===== src/rtl/limber_gnrl_rr_arb_if.sv =====
// Valid/ready bundle for the round-robin arbiter: NREQ requester channels in, one registered beat out.
// The master modport is the arbiter side; the slave modport is the requesters plus downstream.
interface limber_gnrl_rr_arb_if #(
    parameter int NREQ = 4,
    parameter int DW   = 32
);
    localparam int IDW = (NREQ > 1) ? $clog2(NREQ) : 1;

    logic [NREQ-1:0]    req_valid;
    logic [NREQ-1:0]    req_ready;
    logic [NREQ*DW-1:0] req_data;
    logic               out_valid;
    logic               out_ready;
    logic [DW-1:0]      out_data;
    logic [IDW-1:0]     out_id;

    modport master (
        input  req_valid, req_data, out_ready,
        output req_ready, out_valid, out_data, out_id
    );

    modport slave (
        output req_valid, req_data, out_ready,
        input  req_ready, out_valid, out_data, out_id
    );
endinterface


===== src/rtl/limber_gnrl_rr_arb.sv =====
// Round-robin arbiter feeding a single registered valid/ready stage.
// The winner of each capture becomes lowest priority for the next one.
module limber_gnrl_rr_arb #(
    parameter int NREQ = 4,
    parameter int DW   = 32
) (
    input logic                clk,
    input logic                rst,
    limber_gnrl_rr_arb_if.master bus
);
    localparam int IDW = (NREQ > 1) ? $clog2(NREQ) : 1;

    logic [IDW-1:0]     ptr;
    logic [IDW-1:0]     win;
    logic [IDW-1:0]     ptr_nxt;
    logic               found;
    logic               load_en;
    logic [DW-1:0]      win_data;
    logic [2*NREQ-1:0]  valid_rot;
    logic [NREQ-1:0]    grant;

    logic               out_valid_q;
    logic [DW-1:0]      out_data_q;
    logic [IDW-1:0]     out_id_q;

    // The register can take a new beat when empty or being drained; nothing is accepted in reset.
    assign load_en = (!out_valid_q || bus.out_ready) && !rst;

    // Rotate the valid vector so position 0 is the current priority pointer.
    always_comb begin
        int sum;
        win       = '0;
        found     = 1'b0;
        sum       = 0;
        valid_rot = {bus.req_valid, bus.req_valid} >> ptr;
        for (int k = 0; k < NREQ; k++) begin
            if (!found && valid_rot[k]) begin
                found = 1'b1;
                sum   = int'(ptr) + k;
                if (sum >= NREQ) begin
                    sum = sum - NREQ;
                end
                win = IDW'(sum);
            end
        end
    end

    always_comb begin
        grant    = '0;
        win_data = '0;
        for (int k = 0; k < NREQ; k++) begin
            if (win == IDW'(k)) begin
                grant[k] = found;
                win_data = bus.req_data[k*DW +: DW];
            end
        end
    end

    assign ptr_nxt       = (win == IDW'(NREQ - 1)) ? '0 : win + 1'b1;
    assign bus.req_ready = load_en ? grant : '0;

    always_ff @(posedge clk) begin
        if (rst) begin
            out_valid_q <= 1'b0;
            out_data_q  <= '0;
            out_id_q    <= '0;
            ptr         <= '0;
        end else if (load_en) begin
            if (found) begin
                out_valid_q <= 1'b1;
                out_data_q  <= win_data;
                out_id_q    <= win;
                ptr         <= ptr_nxt;
            end else begin
                // Drain with nothing to refill: data/id keep their last values.
                out_valid_q <= 1'b0;
            end
        end
    end

    assign bus.out_valid = out_valid_q;
    assign bus.out_data  = out_data_q;
    assign bus.out_id    = out_id_q;
endmodule


===== src/flat_wrapper.sv =====
// flat-port wrapper written by rule: the top's interface ports become plain ports
module limber_gnrl_rr_arb_flat 
#(
    parameter int NREQ = 4,
    parameter int DW   = 32
)
  (clk, rst, bus_req_valid, bus_req_data, bus_out_ready, bus_req_ready, bus_out_valid, bus_out_data, bus_out_id);
  limber_gnrl_rr_arb_if #(.NREQ(NREQ), .DW(DW)) bus_i ();
  input logic clk;
  input logic rst;
  input wire logic [$bits(bus_i.req_valid)-1:0] bus_req_valid;
  input wire logic [$bits(bus_i.req_data)-1:0] bus_req_data;
  input wire logic [$bits(bus_i.out_ready)-1:0] bus_out_ready;
  output wire logic [$bits(bus_i.req_ready)-1:0] bus_req_ready;
  output wire logic [$bits(bus_i.out_valid)-1:0] bus_out_valid;
  output wire logic [$bits(bus_i.out_data)-1:0] bus_out_data;
  output wire logic [$bits(bus_i.out_id)-1:0] bus_out_id;
  assign bus_i.req_valid = bus_req_valid;
  assign bus_i.req_data = bus_req_data;
  assign bus_i.out_ready = bus_out_ready;
  assign bus_req_ready = bus_i.req_ready;
  assign bus_out_valid = bus_i.out_valid;
  assign bus_out_data = bus_i.out_data;
  assign bus_out_id = bus_i.out_id;
  limber_gnrl_rr_arb #(.NREQ(NREQ), .DW(DW)) u_core (.clk(clk), .rst(rst), .bus(bus_i));
endmodule

===== config.mk =====
export PLATFORM = sky130hd
export DESIGN_NAME = limber_gnrl_rr_arb_flat
export DESIGN_NICKNAME = d
export VERILOG_FILES = /design/src/rtl/limber_gnrl_rr_arb_if.sv /design/src/rtl/limber_gnrl_rr_arb.sv /design/src/flat_wrapper.sv
export SDC_FILE = /design/constraint.sdc
export NUM_CORES = 1
export LEC_CHECK = 0
export ABC_AREA = 1
export ABC_CLOCK_PERIOD_IN_PS = 3720
export CORE_MARGIN = 1
export CORE_UTILIZATION = 30
export DETAILED_ROUTE_END_ITERATION = 10
export GPL_ROUTABILITY_DRIVEN = 1
export GPL_TIMING_DRIVEN = 0
export PLACE_DENSITY = 0.71
export RECOVER_POWER = 50
export SKIP_LAST_GASP = 1
export SYNTH_ARGS = -nofsm -noshare
export SYNTH_HDL_FRONTEND = slang
export SYNTH_SLANG_ARGS = --single-unit

===== constraint.sdc =====
create_clock -name clk -period 3.72 [get_ports clk]
set_input_delay 1.116 -clock clk [delete_from_list [all_inputs] [get_ports clk]]
set_output_delay 1.116 -clock clk [all_outputs]
set_load 0.005 [all_outputs]

; Yosys cells after proc, flatten, opt, wreduce, memory -nomap -nowiden
; Index checks and enable logic that the tools add are counted.
[word_totals]
n_memories = 0
wordCells = 55
mem_bits_rw = 0
latch_bits = 0
register_bits = 37
romBits = 0
[op_classes]
mul = 0
eq_ne = 3
n_mux = 23
shifts = 1
bitwise = 0
n_reduce_logical = 12
add_sub_neg = 8
n_div = 0
n_lt_le_gt_ge = 4
[op_table]
columns = operator, count
row1 = 32-bit 2-to-1 mux, 4
row2 = 2-bit 2-to-1 mux, 9
row3 = 3-bit >= comparator (second input constant), 3
row4 = 1-bit 2-to-1 mux, 9
row5 = 8-bit by 2-bit >> shifter with 4-bit output, 1
row6 = 2-bit by 1-bit subtractor with 2-bit output (second input constant), 4
row7 = 2-bit by 2-bit adder with 3-bit output (second input constant), 2
row8 = 1-bit logical NOT, 5
row9 = 2-bit equality test (second input constant), 2
row10 = 1-bit logical AND, 4
row11 = 4-bit 2-to-1 mux, 1
row12 = 2-bit by 1-bit adder with 3-bit output (second input constant), 1
row13 = 2-bit by 3-bit >= comparator with 1-bit output (second input constant), 1
row14 = 2-bit by 1-bit adder with 2-bit output (second input constant), 1
row15 = 2-bit by 1-bit equality test with 1-bit output (second input constant), 1
row16 = 2-bit logical NOT, 1
row17 = 2-bit AND reduction, 1
row18 = 1-bit logical OR, 1

; Logic depth before layout (Yosys ltp)
[logic_depth]
ltp_word = 16
ltp_mapped = 22

; Worst setup path before layout
; No wires, ideal clock.
[synth_timing]
path_type = input-to-output
startpoint = in bus_req_valid[3]
endpoint = out bus_req_ready[3]
path_slack_ps = -51
t_arrival_ps = 2655
path_stages = 13
t_required_ps = 2604
path_cell_list = nand2_1 > nand3_1 > nand2_1 > inv_1 > a21oi_1 > nand2_1 > nand2_1 > inv_1 > ha_1 > inv_1 > clkbuf_1 > clkbuf_1 > nor2_1
[synth_between]
elab_chain_cells = 14
[synth_lines]
columns = item, line
row1 = start: declaration, flat_wrapper.sv:11  ; input wire logic [$bits(bus_i.req_valid)-1:0] bus_req_valid;
row2 = 8-bit by 2-bit >> shifter with 4-bit output (*), limber_gnrl_rr_arb.sv:35  ; valid_rot = {bus.req_valid, bus.req_valid} >> ptr;
row3 = 1-bit 2-to-1 mux, limber_gnrl_rr_arb.sv:37  ; if (!found && valid_rot[k]) begin
row4 = 1-bit logical NOT, limber_gnrl_rr_arb.sv:37
row5 = 1-bit logical AND, limber_gnrl_rr_arb.sv:37
row6 = 1-bit 2-to-1 mux, limber_gnrl_rr_arb.sv:37
row7 = 1-bit logical NOT, limber_gnrl_rr_arb.sv:37
row8 = 1-bit logical AND, limber_gnrl_rr_arb.sv:37
row9 = 1-bit 2-to-1 mux, limber_gnrl_rr_arb.sv:37
row10 = 1-bit logical NOT, limber_gnrl_rr_arb.sv:37
row11 = 1-bit logical AND, limber_gnrl_rr_arb.sv:37
row12 = 2-bit 2-to-1 mux (*), limber_gnrl_rr_arb.sv:37
row13 = via u_core.win[0], limber_gnrl_rr_arb.sv:14  ; logic [IDW-1:0] win;
row14 = 2-bit equality test (*), limber_gnrl_rr_arb.sv:52  ; if (win == IDW'(k)) begin
row15 = 1-bit 2-to-1 mux (*), limber_gnrl_rr_arb.sv:52
row16 = 4-bit 2-to-1 mux (*), limber_gnrl_rr_arb.sv:60  ; assign bus.req_ready = load_en ? grant : '0;
row17 = end: declaration, flat_wrapper.sv:14  ; output wire logic [$bits(bus_i.req_ready)-1:0] bus_req_ready;
; Mark *: on every way through the listed nets, which the timed path passes. The rest lies on a longest branch.

; Worst setup path in the final report
[layout_timing]
startpoint = in bus_req_valid[3]
endpoint = out bus_req_ready[2]
[layout_between]
elab_chain_cells = 14
[layout_lines]
columns = item, line
row1 = 8-bit by 2-bit >> shifter with 4-bit output (*), limber_gnrl_rr_arb.sv:35
row2 = 1-bit 2-to-1 mux, limber_gnrl_rr_arb.sv:37
row3 = 1-bit logical NOT, limber_gnrl_rr_arb.sv:37
row4 = 1-bit logical AND, limber_gnrl_rr_arb.sv:37
row5 = 1-bit 2-to-1 mux, limber_gnrl_rr_arb.sv:37
row6 = 1-bit logical NOT, limber_gnrl_rr_arb.sv:37
row7 = 1-bit logical AND, limber_gnrl_rr_arb.sv:37
row8 = 1-bit 2-to-1 mux, limber_gnrl_rr_arb.sv:37
row9 = 1-bit logical NOT, limber_gnrl_rr_arb.sv:37
row10 = 1-bit logical AND, limber_gnrl_rr_arb.sv:37
row11 = 2-bit 2-to-1 mux, limber_gnrl_rr_arb.sv:37
row12 = 2-bit equality test, limber_gnrl_rr_arb.sv:52
row13 = 1-bit 2-to-1 mux (*), limber_gnrl_rr_arb.sv:52
row14 = 4-bit 2-to-1 mux (*), limber_gnrl_rr_arb.sv:60
; Mark *: on every way between the ends. The rest lies on a longest branch, timed or not.

==> results.md <==
- Outcome: finished with violations
- Violated checks: design-rule violations, negative setup slack
- Leading area contributor after synthesis: dfxtp_1
- F_max: 257 MHz
- Final Hold Viols: 0
- Critical path type: in2out
- Dpl cells: 690
- Worst skew pair latency: 0.29 ns
- N_diodes: 0
- Initial antenna violation count: 0
- Vias per inst: 5.17
- Wire per inst: 17.0 um
- Clock root cell: clkbuf_8
- Synth Cell Area: 0.00275 mm^2
- Fin cells: 744
- Clock slew at the register clock pins of the worst setup and hold paths: 0.08 ns
- Cts bufs inserted: 5
- Post-route cell area: 0.00532 mm^2
- DR vias: 3845
- Most frequent cells in the layout: clkdlybuf4s50_1 (132), nand2_1 (71), o21ai_0 (66)
- Pwr Density: 1150 mW/mm^2
- Synth unique cells: 28
- Startpoint types: input port
- Slew Limit Fails: 0
- Area delta synth->final: 93.6%
- Worst-Margin Slew: 0.583 ns
- Max rail drop VDD: 0.577 mV
- Die area: 0.00954 mm^2
- Synthesized netlist net count: 548
- Most common cell after layout, fill and taps aside: clkdlybuf4s50_1
- Setup-failing EPs final: 5
- Post-Synthesis Mean Instance Area: 6.71 um^2
- CTS Buffer Depth: 2
- Final ANT Viol Nets: 0
- H-Tree Level Count: 2
- Die W: 97.7 um
- Hold WC Path Type: reg2reg
- CTS tree: done
- Crit path time final: 3.89 ns
- Seq cells post-synth: 37
- Remaining global-route overflow: 0
- Gp weighted congestion: 0.858
- Crit end category: primary output
- DIE HEIGHT: 97.7 um
- Hold_buf cts: 0
- Total core area: 0.00881 mm^2
- Total global-route track usage: 24.8%
- Fillcell total: 798
- WP data arrival: 2.78 ns
- Clock tree sinks: 37
- Final setup margin: -0.173 ns
- RSZ-0062 raised after global routing: yes
- Drt pass-1 iters: 8
- Placed inst area: 0.00461 mm^2
- Drt drc: 22
- Dpl hpwl: 8270 um
- Tcrit/Tclk final: 105%
- Total leakage power: 2.33 nW
- DR iter-0 viols: 276
- Area share of the largest cell type after synthesis: 27.0%
- Sequential share of the synthesized area: 27.0%
- Total Routed Length: 12600 um
- Yosys warning count: 0
- IO buf count: 173
- Max Cap Viol: 0
- Slew HR: 61.1%
- Mapped Cells: 409
- Final nets: 774
- Initial Util: 31.2%
- CP max FO: 2
- Top post-synthesis cells by area: dfxtp_1 (27%), o21ai_0 (12%), nand2_1 (11%)
- # rows: 34
- Fraction of layout cells with a size suffix above 1: 25.2%
- Largest net degree at the start of global routing: 12
- Vias in the first global route: 3673
- First-pass GRT wire length: 18600 um
- Clk_skew: 0.00760 ns
- Setup_tns: -0.557 ns
- Critical Path RT: 2.60 ns
- IO Count: 174
## area by class of cell
cell class / instances / area [um^2] / area share, %
Inverter: 18 / 97.6 / 1.84
Multi-Input combinational cell: 317 / 1840 / 34.6
Clock buffer: 6 / 72.6 / 1.37
Tap cell: 108 / 135 / 2.54
Sequential cell: 37 / 741 / 13.9
Timing Repair inverter: 1 / 6.26 / 0.118
Clock inverter: 2 / 10.0 / 0.188
Buffer: 29 / 228 / 4.28
Timing Repair Buffer: 226 / 2190 / 41.1
## critical path, stage by stage
cell and delay, ns:
buf_8 0.10, nand2_4 0.05, nand2_2 0.06, nand2_2 0.10, nand2_4 0.09, buf_6 0.13
buf_6 0.12, a21oi_4 0.13, buf_6 0.12, nand2_4 0.05, nand2_4 0.09, buf_12 0.12
buf_12 0.09, ha_4 0.14, clkinv_4 0.06, nor2_4 0.08, buf_2 0.11
## flip-flops by register name (all words and copies together) (netlist names)
register and cells:
u_core.bus.out_data 32, u_core.ptr 2, u_core.bus.out_valid 1, u_core.bus.out_id 2
## synth_stat cells (all sizes together)
master and count:
o21ai 98, nand2 92, nand3 75, a21oi 37
dfxtp 37, buf 19, clkbuf 18, inv 17
nor2 7, ha 4, nand4 3, clkinv 1
xor2 1
## through the flow
step / hold slack [ns] / utilization, % / worst slack (ns) / total power, mW
final: 0.466 / 60.4 / -0.173 / 6.13
after global routing: 0.489 / 60.4 / -0.233 / 6.64
after CTS: 0.470 / 58.4 / -0.0353 / 5.69
after detailed placement: 0.460 / 52.4 / -1.41 / 4.42
after global placement: 0.456 / 52.4 / -1.29 / 4.33
after floorplan: 0.463 / - / 0.00193 / 3.19
## layer usage
layer  global-route usage (%)  part of all wire (%)  vias up
met1                     28.6                    40     1747
li1                         -                     -     1856
met4                     11.8                   4.6        0
met5                        0                     0        -
met2                     44.5                    49      193
met3                     3.88                   6.5       49
## power by group
part / switching (mW) / internal [mW]
logic: 2.88 / 2.32
clock network: 0.151 / 0.130
registers: 0.0924 / 0.560
## final timing paths
kind                                     startpoint                                 to  slack (ns)  depth (start not counted)
setup / recovery                   bus_req_valid[3]                   bus_req_ready[2]       -0.17                         17
hold reg to reg   u_core.bus.out_id[1]$_SDFFE_PP0P_  u_core.bus.out_id[1]$_SDFFE_PP0P_        0.47                          2
hold / removal    u_core.bus.out_id[1]$_SDFFE_PP0P_  u_core.bus.out_id[1]$_SDFFE_PP0P_        0.47                          2
setup reg to reg         u_core.ptr[1]$_SDFFE_PP0P_  u_core.bus.out_id[1]$_SDFFE_PP0P_        0.20                         23
## timing repair
item                       in CTS  in global routing
cloned                          1                  0
pin swaps                      18                 19
setup buffers                  37                 19
setup endpoints to repair      20                  5
resized for setup              88                 26
## cell families after synthesis
logic type	count (synthesis)	synth area share (%)
DFF	37	27.0
buffers and inverters	55	12.1
AOI/OAI and AO/OA	135	26.7
and+or+nand+nor	177	32.2
adders and majority gates	4	1.82
xor gates and xnor gates	1	0.319
Power figures use the tool's default switching activity.
